File: config.mk
export PLATFORM = sky130hd
export DESIGN_NAME = vanilla_remote_req_credit_gate
export DESIGN_NICKNAME = d
export VERILOG_FILES = /design/src/rtl/bsg_vanilla_pkg.sv /design/src/rtl/bsg_fifo_1r1w_small.sv /design/src/rtl/vanilla_remote_req_credit_gate.sv
export SDC_FILE = /design/constraint.sdc
export NUM_CORES = 1
export LEC_CHECK = 0
export CAP_MARGIN = 20
export CORE_ASPECT_RATIO = 1.25
export CORE_UTILIZATION = 45
export CTS_CLUSTER_DIAMETER = 50
export DETAILED_ROUTE_END_ITERATION = 12
export PLACE_DENSITY = 0.8
export SYNTH_ARGS = -nofsm -noshare
export SYNTH_HDL_FRONTEND = slang
export SYNTH_SLANG_ARGS = --single-unit
File: constraint.sdc
create_clock -name clk_i -period 4.1 [get_ports clk_i]
set_input_delay 0.41 -clock clk_i [delete_from_list [all_inputs] [get_ports clk_i]]
set_output_delay 0.41 -clock clk_i [all_outputs]
set_load 0.01 [all_outputs]
File: src/rtl/bsg_vanilla_pkg.sv
// Shared vanilla-core types: the remote request payload carried from the tile
// to the network link.
package bsg_vanilla_pkg;

   typedef struct packed {
      logic        write_not_read;
      logic [3:0]  mask;
      logic [31:0] addr;
      logic [31:0] data;
   } remote_req_s;

endpackage

File: src/rtl/bsg_fifo_1r1w_small.sv
// Small 1-read/1-write FIFO with a registered ready. With ready_THEN_valid_p set,
// the producer only raises v_i when ready_o is high.
module bsg_fifo_1r1w_small #(
   parameter int unsigned width_p            = 8,
   parameter int unsigned els_p              = 2,
   parameter int unsigned ready_THEN_valid_p = 1
) (
   input  logic               clk_i,
   input  logic               reset_i,
   input  logic               v_i,
   output logic               ready_o,
   input  logic [width_p-1:0] data_i,
   output logic               v_o,
   output logic [width_p-1:0] data_o,
   input  logic               yumi_i
);

   localparam int unsigned ptr_width_lp = (els_p > 1) ? $clog2(els_p) : 1;
   localparam int unsigned cnt_width_lp = $clog2(els_p + 1);

   logic [width_p-1:0]      mem_q [els_p];
   logic [ptr_width_lp-1:0] wptr_q, wptr_d;
   logic [ptr_width_lp-1:0] rptr_q, rptr_d;
   logic [cnt_width_lp-1:0] cnt_q, cnt_d;
   logic                    ready_q, ready_d;
   logic                    enq, deq;

   function automatic logic [ptr_width_lp-1:0] ptr_inc(input logic [ptr_width_lp-1:0] p);
      return (p == ptr_width_lp'(els_p - 1)) ? '0 : p + ptr_width_lp'(1);
   endfunction

   assign enq     = v_i & (ready_q | (ready_THEN_valid_p != 0));
   assign deq     = yumi_i;
   assign ready_o = ready_q;
   assign v_o     = (cnt_q != '0);
   assign data_o  = mem_q[rptr_q];

   always_comb begin
      wptr_d = wptr_q;
      rptr_d = rptr_q;
      cnt_d  = cnt_q;
      if (enq) wptr_d = ptr_inc(wptr_q);
      if (deq) rptr_d = ptr_inc(rptr_q);
      unique case ({enq, deq})
         2'b10:   cnt_d = cnt_q + cnt_width_lp'(1);
         2'b01:   cnt_d = cnt_q - cnt_width_lp'(1);
         default: cnt_d = cnt_q;
      endcase
      // Ready looks at next occupancy so a full buffer never sees enqueue and dequeue together
      ready_d = (cnt_d != cnt_width_lp'(els_p));
   end

   always_ff @(posedge clk_i) begin
      if (reset_i) begin
         wptr_q  <= '0;
         rptr_q  <= '0;
         cnt_q   <= '0;
         ready_q <= 1'b0;
      end else begin
         wptr_q  <= wptr_d;
         rptr_q  <= rptr_d;
         cnt_q   <= cnt_d;
         ready_q <= ready_d;
      end
   end

   always_ff @(posedge clk_i) begin
      if (enq) mem_q[wptr_q] <= data_i;
   end

endmodule

File: src/rtl/vanilla_remote_req_credit_gate.sv
// Gates remote requests onto the network link by available credits and tracks
// outstanding DMA-issued requests so the DMA engine can tell when it is idle.
module vanilla_remote_req_credit_gate
   import bsg_vanilla_pkg::*;
#(
   parameter  int unsigned credit_max_p    = 32,
   parameter  int unsigned els_p           = 2,
   localparam int unsigned credit_width_lp = $clog2(credit_max_p + 1)
) (
   input  logic                       clk_i,
   input  logic                       reset_i,
   input  logic                       req_v_i,
   input  remote_req_s                req_i,
   input  logic                       req_dma_i,
   output logic                       req_ready_o,
   output logic                       out_v_o,
   output remote_req_s                out_req_o,
   input  logic                       out_ready_i,
   input  logic                       credit_return_v_i,
   input  logic                       credit_return_dma_i,
   output logic [credit_width_lp-1:0] credit_count_o,
   output logic                       all_returned_o,
   output logic                       dma_idle_o
);

   localparam int unsigned req_width_lp     = $bits(remote_req_s);
   localparam int unsigned buf_cnt_width_lp = $clog2(els_p + 1);
   localparam logic [credit_width_lp-1:0] credit_max_lp = credit_width_lp'(credit_max_p);

   logic [req_width_lp:0]           fifo_data_in, fifo_data_out;
   logic                            fifo_ready, fifo_v;
   logic                            enq, send, head_dma, dma_send, dma_ret;
   logic [credit_width_lp-1:0]      credit_q, credit_d;
   logic [credit_width_lp-1:0]      dma_out_q, dma_out_d;
   logic [buf_cnt_width_lp-1:0]     dma_buf_q, dma_buf_d;
   logic                            credit_overflow_c, dma_underflow_c;

   assign fifo_data_in = {req_dma_i, req_i};

   bsg_fifo_1r1w_small #(
      .width_p            (req_width_lp + 1),
      .els_p              (els_p),
      .ready_THEN_valid_p (1)
   ) req_fifo (
      .clk_i   (clk_i),
      .reset_i (reset_i),
      .v_i     (enq),
      .ready_o (fifo_ready),
      .data_i  (fifo_data_in),
      .v_o     (fifo_v),
      .data_o  (fifo_data_out),
      .yumi_i  (send)
   );

   assign head_dma    = fifo_data_out[req_width_lp];
   assign out_req_o   = fifo_data_out[req_width_lp-1:0];
   assign req_ready_o = fifo_ready & ~reset_i;
   assign enq         = req_v_i & req_ready_o;
   assign out_v_o     = fifo_v & (credit_q != '0) & ~reset_i;
   assign send        = out_v_o & out_ready_i;
   assign dma_send    = send & head_dma;
   assign dma_ret     = credit_return_v_i & credit_return_dma_i;

   // Counter next-state; overflow/underflow conditions are held, not applied
   always_comb begin
      credit_d          = credit_q;
      dma_out_d         = dma_out_q;
      dma_buf_d         = dma_buf_q;
      credit_overflow_c = 1'b0;
      dma_underflow_c   = 1'b0;

      unique case ({send, credit_return_v_i})
         2'b10: credit_d = credit_q - credit_width_lp'(1);
         2'b01: begin
            if (credit_q == credit_max_lp) credit_overflow_c = 1'b1;
            else                           credit_d = credit_q + credit_width_lp'(1);
         end
         default: credit_d = credit_q;
      endcase

      if (dma_send & ~dma_ret) begin
         dma_out_d = dma_out_q + credit_width_lp'(1);
      end else if (dma_ret & ~dma_send) begin
         if (dma_out_q == '0) dma_underflow_c = 1'b1;
         else                 dma_out_d = dma_out_q - credit_width_lp'(1);
      end

      unique case ({enq & req_dma_i, dma_send})
         2'b10:   dma_buf_d = dma_buf_q + buf_cnt_width_lp'(1);
         2'b01:   dma_buf_d = dma_buf_q - buf_cnt_width_lp'(1);
         default: dma_buf_d = dma_buf_q;
      endcase
   end

   always_ff @(posedge clk_i) begin
      if (reset_i) begin
         credit_q  <= credit_max_lp;
         dma_out_q <= '0;
         dma_buf_q <= '0;
      end else begin
         credit_q  <= credit_d;
         dma_out_q <= dma_out_d;
         dma_buf_q <= dma_buf_d;
      end
   end

   // Returns are counted by the network; a surplus means an upstream accounting bug
   always_ff @(posedge clk_i) begin
      if (!reset_i) begin
         assert (!credit_overflow_c) else $error("credit return with all credits present");
         assert (!dma_underflow_c)   else $error("DMA credit return with none outstanding");
      end
   end

   assign credit_count_o = reset_i ? credit_max_lp : credit_q;
   assign all_returned_o = reset_i | ((credit_q == credit_max_lp) & ~fifo_v);
   assign dma_idle_o     = reset_i | ((dma_out_q == '0) & (dma_buf_q == '0));

endmodule

## Yosys cells after proc, flatten, opt, wreduce, memory -nomap -nowiden

Memory sizes are Yosys's and may differ from the RTL's. A register that Yosys moved wholly into a read port is not among the register bits.
Cells that the tools add are included.

| word-level totals | value |
|---|---|
| bits in registers | 19 |
| RAM bits | 140 |
| input port bits | 76 |
| output and inout port bits | 79 |
| logic and storage cells | 69 |
| memories kept | 1 |

Memories:

| name | depth | bits a word | rd ports | clocked after Yosys merged registers in | wr ports | line | source |
|---|---|---|---|---|---|---|---|
| req_fifo.mem_q | 2 | 70 | 1 | 1 | 1 | bsg_fifo_1r1w_small.sv:21 | `logic [width_p-1:0] mem_q [els_p];` |

| cells by class | value |
|---|---|
| add/subtract/negate cells | 10 |
| eq/ne operators | 10 |
| multiplexer cells | 14 |
| bitwise logic cells | 18 |
| reduce and logical (&&, ||, !) cells | 9 |

Operator list:

| cell | count |
|---|---|
| 6-bit two-way mux | 5 |
| 6-bit by 1-bit adder with 6-bit output, second input constant | 2 |
| 1-bit bitwise AND | 12 |
| 6-bit case mux with 2 select lines | 1 |
| 6-bit by 1-bit subtractor with 6-bit output, second input constant | 2 |
| 2-bit case mux with 2 select lines | 2 |
| 2-bit nonzero test | 4 |
| 2-bit by 1-bit equality test with 1-bit output, second input constant | 3 |
| 2-bit equality test, second input constant | 3 |
| 6-bit equality test, second input constant | 1 |
| 6-bit zero test | 1 |
| 1-bit two-way mux | 6 |
| 2-bit inequality test, second input constant | 3 |
| 6-bit nonzero test | 1 |
| 2-bit by 1-bit adder with 2-bit output, second input constant | 2 |
| 1-bit inverter | 4 |
| 2-bit AND reduction | 2 |
| 2-bit by 1-bit subtractor with 2-bit output, second input constant | 2 |
| 1-bit adder, second input constant | 2 |
| 2-bit zero test | 1 |
| 1-bit bitwise OR | 2 |

## Longest topological paths before layout

Gate-level depths: netlist (run 1).

| logic depth | value |
|---|---|
| word-level depth | 9 |
| mapped depth | 12 |

## Hierarchy

Synthesis (run 1) repeated with hierarchy kept, for this count alone.

| unflattened totals | value |
|---|---|
| cell total of the unflattened synthesis | 376 |
| area total of the unflattened synthesis | 6407.4 µm² |

Modules (own cells, without submodules):

| module | times used | cells each | area an instance (µm²) | sequential area each (µm²) |
|---|---|---|---|---|
| bsg_fifo_1r1w_small | 1 | 245 | 5295.1 | 4324.1 |
| vanilla_remote_req_credit_gate | 1 | 131 | 1112.3 | 280.3 |

## Worst setup path before layout (run 1)

Ideal clock, no wire load.

| timing path | value |
|---|---|
| path kind | in2reg |
| start point | input reset_i |
| end point | memory req_fifo.mem_q[0][0] (netlist bit), enable pin |
| arrival | 3.786 ns |
| required time | 3.601 ns |
| slack | -0.185 ns |
| cell stages on the path | 3 |
| path buffers | 0 |
| path through | nor2b_1 nand2_1 nor2_1 |

| between the ends | value |
|---|---|
| word-level cells in the longest chain between the ends | 5 |

Ends and longest elaborated chain:

| item | line | source |
|---|---|---|
| from (decl) | vanilla_remote_req_credit_gate.sv:11 | `input logic reset_i,` |
| 1-bit inverter | vanilla_remote_req_credit_gate.sv:57 | `assign req_ready_o = fifo_ready & ~reset_i;` |
| 1-bit bitwise AND | vanilla_remote_req_credit_gate.sv:57 |  |
| 1-bit bitwise AND | vanilla_remote_req_credit_gate.sv:58 | `assign enq = req_v_i & req_ready_o;` |
| 1-bit two-way mux | bsg_fifo_1r1w_small.sv:68 | `if (enq) mem_q[wptr_q] <= data_i;` |
| 1-bit two-way mux (implied by the code) | bsg_fifo_1r1w_small.sv:68 |  |
| to (decl) | bsg_fifo_1r1w_small.sv:21 |  |

Every way passes these cells.

## Worst setup path after layout (run 1)

| timing path | value |
|---|---|
| start point | register credit_q[2] |
| end point | register dma_out_q[5] |

| between the ends | value |
|---|---|
| word-level cells in the longest chain between the ends | 9 |
| elaborated cells on any way between the ends | 12 |
| those cells by class | 1 x eq/ne; 1 x mux; 7 x bitwise; 3 x reduce/logical |

Ends and longest elaborated chain:

| item | line | source |
|---|---|---|
| from (decl) | vanilla_remote_req_credit_gate.sv:33 | `logic [credit_width_lp-1:0] credit_q, credit_d;` |
| from (signal assigned) | vanilla_remote_req_credit_gate.sv:97 | `credit_q <= credit_max_lp;` |
| from (signal assigned) | vanilla_remote_req_credit_gate.sv:101 | `credit_q <= credit_d;` |
| 6-bit nonzero test * | vanilla_remote_req_credit_gate.sv:59 | `assign out_v_o = fifo_v & (credit_q != '0) & ~reset_i;` |
| 1-bit bitwise AND * (2 in a row) | vanilla_remote_req_credit_gate.sv:59 |  |
| 1-bit bitwise AND * | vanilla_remote_req_credit_gate.sv:60 | `assign send = out_v_o & out_ready_i;` |
| 1-bit bitwise AND * | vanilla_remote_req_credit_gate.sv:61 | `assign dma_send = send & head_dma;` |
| 1-bit inverter | vanilla_remote_req_credit_gate.sv:83 | `end else if (dma_ret & ~dma_send) begin` |
| 1-bit bitwise AND | vanilla_remote_req_credit_gate.sv:83 |  |
| 2-bit nonzero test (no line) | -- |  |
| 2-bit AND reduction (no line) | -- |  |
| to (signal assigned) | vanilla_remote_req_credit_gate.sv:102 | `dma_out_q <= dma_out_d;` |
| to (decl) | vanilla_remote_req_credit_gate.sv:34 | `logic [credit_width_lp-1:0] dma_out_q, dma_out_d;` |

Mark *: on every way between the ends. The rest lies on a longest branch, timed or not.
A chain may end at the register's enable or synchronous reset.

==> results of run 1 <==
## cells by family after synthesis
| kind of cell | after synthesis |
|---|---|
| adders and majority gates | 13 |
| muxes | 78 |
| xor gates and xnor gates | 12 |
| buffers and inverters | 15 |
| AOI/OAI and AO/OA | 39 |
| and+or+nand+nor | 49 |
| DFF | 160 |
## worst paths after layout
check,startpoint,endpoint,cells past startpoint
max,credit_q[2],dma_out_q[5],11
min,dma_buf_q[1],dma_buf_q[1],2
max reg2reg,credit_q[2],dma_out_q[5],11
min reg2reg,dma_buf_q[1],dma_buf_q[1],2
## where the power goes
group	total [W]	internal [W]	switching (W)	leakage [nW]
registers	0.00193	0.00186	0.0000755	1.44
clock network	0.00152	0.000854	0.000664	0.266
logic	0.000837	0.000460	0.000377	1.25
total	0.00429	0.00317	0.00112	2.95
## worst max-delay path: stages, from the launching register on
cell                       delay, ps
sky130_fd_sc_hd__dfxtp_1         330
sky130_fd_sc_hd__or4_4           580
sky130_fd_sc_hd__o311ai_4        340
sky130_fd_sc_hd__nor2_1          130
sky130_fd_sc_hd__ha_1            250
sky130_fd_sc_hd__inv_1           190
sky130_fd_sc_hd__ha_1            290
sky130_fd_sc_hd__a211oi_1        310
sky130_fd_sc_hd__o21bai_1        120
sky130_fd_sc_hd__a21oi_1         180
sky130_fd_sc_hd__mux2i_1         220
sky130_fd_sc_hd__mux2_2          340
## flip-flops by register name, summed over array words and instances, names as in the netlist, named ones only
signal	flops
dma_out_q	6
req_fifo.ready_o	1
credit_q	6
req_fifo.wptr_q	1
dma_buf_q	2
req_fifo.mem_q	140
req_fifo.rptr_q	1
req_fifo.cnt_q	2
## per-layer routing
layer	wire length [um]	vias to the layer above
li1	-	1747
met1	4670	1819
met2	6870	118
met3	741	25
met4	299	0
met5	0	-
## stage by stage
step / worst slack [ps] / hold slack [ps]
6_report: 700 / 489
5_1_grt: 551 / 510
4_1_cts: 710 / 495
3_5_place_dp: 637 / 482
3_3_place_gp: 768 / 472
2_1_floorplan: 984 / 458
## synthesized netlist by cell type (4+ instances only)
cell                         n  share of area (%)
sky130_fd_sc_hd__edfxtp_1  140                 66
sky130_fd_sc_hd__nand2_1    11               0.65
sky130_fd_sc_hd__ha_1       11                2.2
sky130_fd_sc_hd__clkbuf_1    9               0.53
sky130_fd_sc_hd__mux2_2     75                 13
sky130_fd_sc_hd__inv_1       4               0.24
sky130_fd_sc_hd__xnor2_1     6               0.83
sky130_fd_sc_hd__a211oi_1    4               0.47
sky130_fd_sc_hd__dfxtp_1    20                6.3
sky130_fd_sc_hd__o21ai_0     4               0.32
sky130_fd_sc_hd__a21oi_1    10               0.79
sky130_fd_sc_hd__nor2_1     17                1.0
sky130_fd_sc_hd__a21o_1      6               0.71
sky130_fd_sc_hd__nor2b_1     8               0.79
sky130_fd_sc_hd__xor2_1      6               0.83
## area by class of cell
| cell class | instances | area [sq um] |
|---|---|---|
| clock buffer | 18 | 429 |
| clock inverter | 14 | 153 |
| fill | 1040 | 5060 |
| inverter | 4 | 15.0 |
| multi-input combinational | 191 | 1690 |
| sequential | 160 | 4610 |
| tap | 175 | 219 |
| timing repair buffer | 157 | 1580 |
==> results by stage, run 1 <==
GRT:
- The first global-routing pass estimated 19.5 mm of wire.
- met2 is the most crowded layer.
- The number of global-route vias before repair is 4061.
- Global routing consumed, on the met1 layer, 18.6% of the routing resources.
- In the global route stage, overall resource usage came out at 17.8%.
- The number of antenna violations at the first check in global routing is 0.
- For met3 alone, demand over resource in global routing was 5.16%.
- The global-route congestion overflow total is 0.
- Entering global routing, the biggest net connects 71 pins.
- In the global route stage, met2 resource usage came out at 32.6%.

Yosys:
- The number of synthesized register bits is 160.
- The mapped cell area is 6340 sq um.
- Multiplexer cells account for 13.8% of the synthesized area.
- Synthesis handed over a netlist of 366 instances.
- The average instance in the mapped netlist occupies 17.3 sq um.
- The area share of and/or/nand/nor cells after synthesis is 3.75%.
- The share of flip-flops with an asynchronous set or reset is 0%.
- After synthesis, the largest family of logic cells by area is multiplexers.
- In this run, synthesis inferred 140 flip-flops with an integrated enable.
- The number of distinct standard cells referenced by the synthesized netlist is 38.
- Of the total synthesized cell area, the portion taken by full adders, half adders and majority gates is 2.80%.
- The synthesized netlist devotes 4.48% of its cell area to compound gates.
- The synthesis warning total is 0.
- When the netlist entered floorplanning its net count stood at 455.
- In the synthesized netlist the dominant register cell turns out to be sky130_fd_sc_hd__edfxtp_1.
- Summing the sequential cell areas from Yosys gives 72.6% of the chip area.
- The xor/xnor cell area share of the yosys netlist is 1.66%.

Worst setup path:
- The maximum fanout count along the critical path is 6.
- Data on the critical path arrives at its endpoint at 3700 ps.
- The required time reported for the critical path endpoint is 4400 ps.
- The worst setup path is captured at a flip-flop.
- The worst setup path is launched from a flip-flop.
- The setup check on the worst reg-to-reg path leaves a slack of 700 ps.
- The class of the most critical setup path is flip-flop to flip-flop.

Run:
- The tool flagged a number of max-cap violations equal to 0.

Status:
- The flow ran to the end, and the final reports show no timing, DRC or antenna violations.

Worst hold path:
- The tightest min-delay check is of the flip-flop to flip-flop type.

Floorplanning:
- The die covers 14600 sq um.
- The number of standard-cell rows in the floorplan is 48.
- The initial cell density of the core is 46.1%.
- The boundary pin count is 155.
- In this run the horizontal extent of the chip is 108 um.
- The floorplan step defined a core boundary enclosing 13800 sq um.
- The die extent in y is 135 um.

Clock tree:
- TritonCTS built the clock tree.
- The number of buffers inserted to repair setup after CTS is 0.
- The largest buffer count on any clock path is 2.
- The root buffer cell chosen for the clock tree is sky130_fd_sc_hd__clkbuf_16.
- The clock net in this run drives a total of 160 sinks.
- The clock slew at the register clock pins of the worst setup and hold paths is 60 ps.
- For this design, the CTS-stage hold fixing added 0 buffers.
- Clock latency on the worst-skew pair, taken at its later pin, is 410 ps.
- The total clock buffers created by CTS is 17.
- Once the clock tree was built, the resizer swapped 0 gates to a different size.
- The H-tree depth is 4.

Power and ir drop:
- Overall power consumption after layout is estimated at 0.00429 W.
- In this run the static leakage power is 2.95 nW.
- The largest vdd supply drop is 0.000372 V.
- For this design the ratio of total power to cell area is 493 nW/um^2.

Timing:
- Timing would allow up to 294 MHz.
- On the final layout, the worst clock skew is 7.35 ps.
- The final critical path time including I/O delays and setup is 3400 ps.
- The post-route fraction of the period consumed by the critical path is 82.9%.
- Adding up every negative setup slack in the final design gives 0 ps.
- The slew at the pin closest to its max-slew limit is 994 ps.
- The total count of hold-check failures in the final report is 0.
- Setup repair after global routing left no endpoint under its margin.
- Setup violations remaining at the end of the flow were counted as 0.
- The total count of max-transition violations in the final report is 0.
- The headroom to the max-slew limit is 33.7%.

Final layout:
- The most common cell after layout, fill and taps aside is sky130_fd_sc_hd__clkdlybuf4s50_1.
- The post-route netlist has 21.7% of its cells at a drive strength greater than 1.
- The antenna cell count is 0.
- The cell area after layout is 8690 sq um.
- Cells fill 63.2% of the core in the end.
- The final cell count without fillers is 719.
- The area added between synthesis and finish is 37.1%.
- The library cells used most frequently in the layout, excluding fill and tap cells, are sky130_fd_sc_hd__clkdlybuf4s50_1 (154), sky130_fd_sc_hd__edfxtp_1 (140), sky130_fd_sc_hd__mux2_2 (75).
- At the end of the flow, the number of nets in the layout was 620.

Place:
- The post-detailed-placement cell area is 8110 sq um.
- The global placement routability congestion is 0.740.
- The total half-perimeter wirelength after legalization and detailed placement is 8.16 mm.
- After detailed placement, the design holds a cell count of 687.
- Port buffering added 154 buffers.

Route:
- In the final routed layout, each cell accounts on average for 17.5 um.
- The DRC violation count after routing is 0.
- Summed over all layers, the routed wires come to 12.6 mm.
- The per-cell via count in the routed design is 5.16.
- The number of nets still failing antenna checks after routing is 0.
- The first-pass iteration count of the detailed router is 6.
- The total number of vias is 3709.
- The DRC marker count from the first detailed-route iteration is 141.
(Power assumes the default switching activity.)
==> run 2, diff against run 1 <==
--- a/config.mk
+++ b/config.mk
@@ -7,10 +7,10 @@
 export LEC_CHECK = 0
 export CAP_MARGIN = 20
 export CORE_ASPECT_RATIO = 1.25
-export CORE_UTILIZATION = 45
+export CORE_UTILIZATION = 49
 export CTS_CLUSTER_DIAMETER = 50
 export DETAILED_ROUTE_END_ITERATION = 12
-export PLACE_DENSITY = 0.8
+export PLACE_DENSITY = 0.82
 export SYNTH_ARGS = -nofsm -noshare
 export SYNTH_HDL_FRONTEND = slang
 export SYNTH_SLANG_ARGS = --single-unit
==> constraint.sdc (replaced) <==
create_clock -name clk_i -period 3.2 [get_ports clk_i]
set_input_delay 0.32 -clock clk_i [delete_from_list [all_inputs] [get_ports clk_i]]
set_output_delay 0.32 -clock clk_i [all_outputs]
set_load 0.01 [all_outputs]
==> run 2 against run 1 <==
Compared with the run above:
- die area down 8.0%
- sequential power grew 28%
- sequential share of layout area is 0.26 points lower
==> results by stage, run 2 (synthesis results as in run 1) <==
Status:
- The run finished with clean final reports.

Final layout:
- The area taken by multi-input logic gates is 1700 sq um (+0.52%).
- The fill cell instance count of the final layout is 876 (-16%).
- Leaving out fill and tap cells, the most frequent cells in the layout are sky130_fd_sc_hd__clkdlybuf4s50_1 (154), sky130_fd_sc_hd__edfxtp_1 (140), sky130_fd_sc_hd__mux2_2 (75).
- Relative to the synthesized area, the layout overhead comes to 37.8%.
- The flip-flop count of the largest register, all copies and words added was 140 (unchanged).
- The number of nets in the finished design came to 628 (+1.3%).
- The fraction of final layout cells with drive strength greater than 1 is 23.0% (+1.3 points).
- The largest registers in the layout are req_fifo.mem_q (140), credit_q (6), dma_out_q (6).
- The storage element area was 4610 sq um (unchanged).
- The most common cell after layout, fill and taps aside is sky130_fd_sc_hd__clkdlybuf4s50_1.
- The antenna cell count came to 0 (unchanged).
- The top register by number of flip-flops is req_fifo.mem_q.

Clock tree:
- The total clock sinks is 160 (unchanged).
- The latest clock arrival within the worst-skew pair is 410 ps (about the same).
- The largest buffer count on any clock path is 2 (unchanged).
- The total clock buffers created by CTS is 17 (unchanged).
- The H-tree depth was 4 (unchanged).
- The number of buffers inserted to repair setup after CTS is 0 (unchanged).
- The TritonCTS clock tree is done.
- The clock slew at the register clock pins of the worst setup and hold paths is 60 ps (about the same).
- The buffer cell driving the clock tree root is sky130_fd_sc_hd__clkbuf_16.

Timing:
- The final critical path time including I/O delays and setup is 3080 ps (-317 ps).
- The worst clock skew was 8.20 ps (+0.852 ps).
- The total count of hold-check failures in the final report was 0 (unchanged).
- The final number of setup-violating endpoints was 0 (unchanged).
- Setup repair after global routing could not meet its margin everywhere.
- The headroom to the max-slew limit is 38.3% (+4.6 points).
- The total count of max-transition violations in the final report is 0 (unchanged).
- The slew at the pin closest to its max-slew limit is 925 ps (-68.9 ps).
- The post-route fraction of the period consumed by the critical path came to 96.4% (+13 points).
- The worst hold slack is 486 ps (-2.93 ps).
- The achievable frequency is 324 MHz (+10%).

Route:
- The routed wire length was 13.2 mm (+4.7%).
- The DRC violation count after routing is 0 (unchanged).
- The first-pass iteration count of the detailed router was 4 (-2).
- The number of nets still failing antenna checks after routing came to 0 (unchanged).
- The per-cell routed wire length is 18.3 um (+4.6%).
- The DRC marker count from the first detailed-route iteration is 163 (+16%).
- The per-cell via count in the routed design came to 5.26 (+1.9%).
- The total number of vias is 3784 (+2.0%).

Worst setup path:
- The required time reported for the critical path endpoint is 3500 ps (-900 ps).
- The register-to-register setup slack is 120 ps (-580 ps).
- The category of the worst setup path capture point is a flip-flop.
- The terminus of the critical flop-to-flop path is dma_out_q[5].
- In this run the critical register-to-register path is launched from credit_q[2].
- The maximum fanout count along the critical path is 4 (-2).
- The startpoint kind of the worst setup timing path is a flip-flop.
- The setup path with the least slack is of type flip-flop to flip-flop.
- The number of cells on the worst reg-to-reg path is 11 (unchanged).
- The data arrival time of the worst path was 3380 ps (-320 ps).

Place:
- The total half-perimeter wirelength after legalization and detailed placement was 8.92 mm (+9.4%).
- The number of buffers added on ports is 154 (unchanged).
- The global placement routability congestion is 0.893 (+21%).

Floorplanning:
- The overall die width came to 104 um (-4.1%).
- The floorplan core area is 12700 sq um (-7.9%).
- The number of standard-cell rows in the floorplan was 46 (-4.2%).
- The die extent in y is 129 um (-4.1%).
- The die area came to 13400 sq um (-8.0%).
- The boundary pin count is 155 (unchanged).
- The initial cell density of the core is 50.1% (+4.0 points).

GRT:
- The pin count of the biggest net entering global routing was 70 (-1.4%).
- The global-route wire length before repair was 20.4 mm (+4.6%).
- The number of antenna violations at the first check in global routing is 1 (+1).
- The total global routing track utilization is 20.1% (+2.3 points).
- The number of global-route vias before repair is 3973 (-2.2%).
- The global-route congestion overflow total is 0 (unchanged).

Power and ir drop:
- The power after layout is 0.00544 W (+27%).
- The largest vdd supply drop came to 0.000462 V (+24%).
- The ratio of total power to cell area was 622 nW/um^2 (+26%).
- The leakage power summed over all cells is 2.98 nW (+0.98%).

Worst hold path:
- The number of cells on the worst hold path is 1 (-1).
- The class of the tightest hold or removal check is input pin to flip-flop.
- The startpoint of the lowest-slack hold path is req_i[19].
- The worst-case hold path end point is req_fifo.mem_q[0][19].

Run:
- The total of max-cap violations is 0 (unchanged).
run 2: worst max-delay path by stage:
stage          depth (start not counted)         from           end
2_1_floorplan                         11  credit_q[2]  dma_out_q[5]
3_3_place_gp                          12      reset_i  dma_out_q[5]
3_5_place_dp                          12      reset_i  dma_out_q[5]
4_1_cts                               11  credit_q[2]  dma_out_q[5]
5_1_grt                               11  credit_q[2]  dma_out_q[5]
6_report                              11  credit_q[2]  dma_out_q[5]
run 2: stage by stage:
| step | TNS, ps | worst slack (ps) | cell area (sq um) | utilization [%] | instances |
|---|---|---|---|---|---|
| 2_1_floorplan | 0 | 83.7 | 6340 | - | 366 |
| 3_3_place_gp | 0 | 105 | 8170 | 64.6 | 688 |
| 3_5_place_dp | -9.45 | -9.45 | 8170 | 64.6 | 688 |
| 4_1_cts | 0 | 29.8 | 8730 | 68.9 | 720 |
| 5_1_grt | -6.50 | -6.50 | 8730 | 69.0 | 720 |
| 6_report | 0 | 117 | 8730 | 69.0 | 720 |
run 2: cell type report:
class                           instances  share of cell area, %
Clock buffer                           20                   5.11
Tap cell                              168                   2.41
Timing Repair Buffer                  165                   18.9
Clock inverter                         12                   1.20
Inverter                                4                  0.172
Multi-Input combinational cell        191                   19.5
Sequential cell                       160                   52.8
run 2: per-layer routing:
layer / GRT usage, % / wire, um / share of wire, %
met5: 0 / 0 / 0
met4: 8.32 / 278 / 2.1
met3: 5.48 / 717 / 5.4
met2: 38.2 / 7380 / 56
met1: 21.0 / 4800 / 36
run 2: repair_timing:
item,in CTS,in global routing
setup endpoints to repair,0,2
resized for setup,0,3
hold buffers,0,0
run 2: critical path, cell delays in order (launching register included):
cell	delay [ps]
sky130_fd_sc_hd__dfxtp_1	330
sky130_fd_sc_hd__or4_4	580
sky130_fd_sc_hd__o311ai_4	260
sky130_fd_sc_hd__nor2_1	100
sky130_fd_sc_hd__ha_1	210
sky130_fd_sc_hd__inv_1	110
sky130_fd_sc_hd__ha_1	270
sky130_fd_sc_hd__a211oi_2	270
sky130_fd_sc_hd__o21bai_1	120
sky130_fd_sc_hd__a21oi_1	170
sky130_fd_sc_hd__mux2i_1	220
sky130_fd_sc_hd__mux2_2	340
run 2: where the power goes:
part           internal [W]  total [W]  switching (W)
clock network       0.00103    0.00183       0.000805
logic              0.000607    0.00112       0.000517
registers           0.00238    0.00248       0.000101
==> run 3, diff against run 2 <==
--- a/config.mk
+++ b/config.mk
@@ -8,6 +8,7 @@
 export CAP_MARGIN = 20
 export CORE_ASPECT_RATIO = 1.25
 export CORE_UTILIZATION = 49
+export CTS_BUF_LIST = sky130_fd_sc_hd__clkbuf_4
 export CTS_CLUSTER_DIAMETER = 50
 export DETAILED_ROUTE_END_ITERATION = 12
 export PLACE_DENSITY = 0.82
==> run 3 against run 2 <==
Compared with the run above:
- sequential share of layout area up 1.9 points
- sequential cell count unchanged
- total power shrank 14%
- fmax rose by 0.11%
- die area is the same
- hold slack got worse by 110 ps
- global-route usage decreased by 0.46 points
- highest routed layer unchanged
- clock power fell by 43%
- register-to-register slack barely moved
==> results by stage, run 3 (synthesis results as in run 1) <==
Timing:
- The slew at the pin closest to its max-slew limit was 937 ps (+11.9 ps).
- The worst clock skew was 19.4 ps (+11.2 ps).
- The post-route fraction of the period consumed by the critical path is 96.2% (-0.10 points).
- The achievable frequency was 325 MHz (+0.11%).
- The total count of hold-check failures in the final report is 0 (unchanged).
- The total count of max-transition violations in the final report was 0 (unchanged).
- The headroom to the max-slew limit is 37.5% (-0.79 points).
- The final number of setup-violating endpoints is 0 (unchanged).
- Setup repair after global routing could not meet its margin everywhere.
- The final critical path time including I/O delays and setup is 3080 ps (-3.33 ps).

Place:
- The placed cell count is 688 (unchanged).
- The post-detailed-placement cell area was 8170 sq um (unchanged).
- The number of buffers added on ports is 154 (unchanged).
- The global placement routability congestion was 0.893 (unchanged).
- The total half-perimeter wirelength after legalization and detailed placement is 8.92 mm (unchanged).

Clock tree:
- The TritonCTS clock tree is done.
- The hold-fix buffer count after cts came to 0 (unchanged).
- The buffer cell driving the clock tree root is sky130_fd_sc_hd__clkbuf_4.
- The H-tree depth was 4 (unchanged).
- The total clock sinks came to 160 (unchanged).
- The total clock buffers created by CTS was 17 (unchanged).
- The largest buffer count on any clock path is 2 (unchanged).
- The clock slew at the register clock pins of the worst setup and hold paths is 140 ps (+80 ps).
- The post-cts sizing count came to 0 (unchanged).
- The latest clock arrival within the worst-skew pair is 510 ps (+100 ps).
- The number of buffers inserted to repair setup after CTS is 0 (unchanged).

Final layout:
- The flip-flop count of the largest register, all copies and words added is 140 (unchanged).
- The fill cell instance count of the final layout is 924 (+5.5%).
- The number of nets in the finished design came to 628 (unchanged).
- The register with the most flip-flops in the final layout is req_fifo.mem_q.
- The final cell count without fillers came to 721 (+0.14%).
- The most common cell after layout, fill and taps aside is sky130_fd_sc_hd__clkdlybuf4s50_1.
- The largest registers in the layout are req_fifo.mem_q (140), credit_q (6), dma_out_q (6).
- The cell area after layout is 8440 sq um (-3.4%).
- The utilization after layout is 66.6% (-2.4 points).
- In the layout the commonest cells are sky130_fd_sc_hd__clkdlybuf4s50_1 (154), sky130_fd_sc_hd__edfxtp_1 (140), sky130_fd_sc_hd__mux2_2 (75).
- Compared with the post-synthesis result, the final layout area differs by 33.1%.
- The fraction of final layout cells with drive strength greater than 1 was 23.2% (+0.18 points).

Worst setup path:
- The startpoint kind of the worst setup timing path is a flip-flop.
- The data arrival time of the worst path was 3490 ps (+110 ps).
- The category of the worst setup path capture point is a flip-flop.
- The required time reported for the critical path endpoint is 3610 ps (+110 ps).
- The maximum fanout count along the critical path came to 4 (unchanged).
- The setup path with the least slack is of type flip-flop to flip-flop.

Floorplanning:
- The number of standard-cell rows in the floorplan was 46 (unchanged).
- The boundary pin count is 155 (unchanged).
- The die area is 13400 sq um (unchanged).
- The die extent in y came to 129 um (unchanged).
- The floorplan core area is 12700 sq um (unchanged).
- The initial cell density of the core is 50.1% (unchanged).
- The overall die width was 104 um (unchanged).

Route:
- The routed wire length was 13.0 mm (-1.7%).
- The DRC marker count from the first detailed-route iteration is 150 (-8.0%).
- The first-pass iteration count of the detailed router is 4 (unchanged).
- The total number of vias came to 3721 (-1.7%).
- The per-cell routed wire length is 18.0 um (-1.8%).
- The number of nets still failing antenna checks after routing is 0 (unchanged).
- The DRC violation count after routing is 0 (unchanged).
- The per-cell via count in the routed design is 5.16 (-1.8%).

Power and ir drop:
- The leakage power summed over all cells is 2.85 nW (-4.4%).
- The power after layout was 0.00465 W (-14%).
- The ratio of total power to cell area is 551 nW/um^2 (-11%).
- The largest vdd supply drop is 0.000469 V (+1.6%).

GRT:
- The number of antenna violations at the first check in global routing is 2 (+1).
- The pin count of the biggest net entering global routing is 70 (unchanged).
- The total global routing track utilization is 19.6% (-0.46 points).
- The global-route congestion overflow total came to 0 (unchanged).
- The global-route wire length before repair is 20.0 mm (-2.1%).
- The number of global-route vias before repair was 3967 (-0.15%).

Run:
- The total of max-cap violations was 0 (unchanged).

Worst hold path:
- The class of the tightest hold or removal check is input pin to flip-flop.

Status:
- The run finished with clean final reports.
## run 3: final timing paths
check | from | to | slack, ps | cells past startpoint
worst max-delay path | credit_q[2] | dma_out_q[5] | 120 | 11
worst min-delay path | req_i[26] | req_fifo.mem_q[1][26] | 370 | 1
worst max register to register | credit_q[2] | dma_out_q[5] | 120 | 11
worst min register to register | dma_buf_q[1] | dma_buf_q[1] | 510 | 2
## run 3: layout make-up
class | count | area (sq um) | area share (%)
Clock inverter | 13 | 109 | 1.29
Tap cell | 168 | 210 | 2.49
Clock buffer | 19 | 143 | 1.69
Sequential cell | 160 | 4610 | 54.6
Timing Repair Buffer | 165 | 1650 | 19.5
Multi-Input combinational cell | 191 | 1700 | 20.2
Antenna cell | 1 | 2.50 | 0.0297
Inverter | 4 | 15.0 | 0.178
## run 3: through the flow
step	hold WS [ps]	setup WS (ps)	TNS (ps)
floorplan	419	83.7	0
global placement	471	105	0
detailed placement	491	-9.45	-9.45
CTS	324	21.3	0
global route	302	-14.4	-14.4
finish	373	120	0
## run 3: layer usage
metal,GRT usage [%],vias up,routed length [um],share of wire [%]
met5,0,-,0,0
met4,9.16,0,377,2.9
met3,5.78,30,684,5.3
met2,36.4,129,7070,55
met1,20.6,1799,4830,37
li1,-,1763,-,-
## run 3: critical path, stage by stage, from the launching register on
cell,delay (ps)
sky130_fd_sc_hd__dfxtp_1,350
sky130_fd_sc_hd__or4_4,580
sky130_fd_sc_hd__o311ai_4,260
sky130_fd_sc_hd__nor2_1,100
sky130_fd_sc_hd__ha_1,210
sky130_fd_sc_hd__inv_1,110
sky130_fd_sc_hd__ha_1,270
sky130_fd_sc_hd__a211oi_2,250
sky130_fd_sc_hd__o21bai_1,120
sky130_fd_sc_hd__a21oi_1,170
sky130_fd_sc_hd__mux2i_1,220
sky130_fd_sc_hd__mux2_2,340
## run 3: power by group
group / switching (W) / total, W / internal, W
Sequential: 0.000101 / 0.00247 / 0.00237
Clock: 0.000715 / 0.00105 / 0.000338
Combinational: 0.000514 / 0.00112 / 0.000607
Total: 0.00133 / 0.00465 / 0.00332
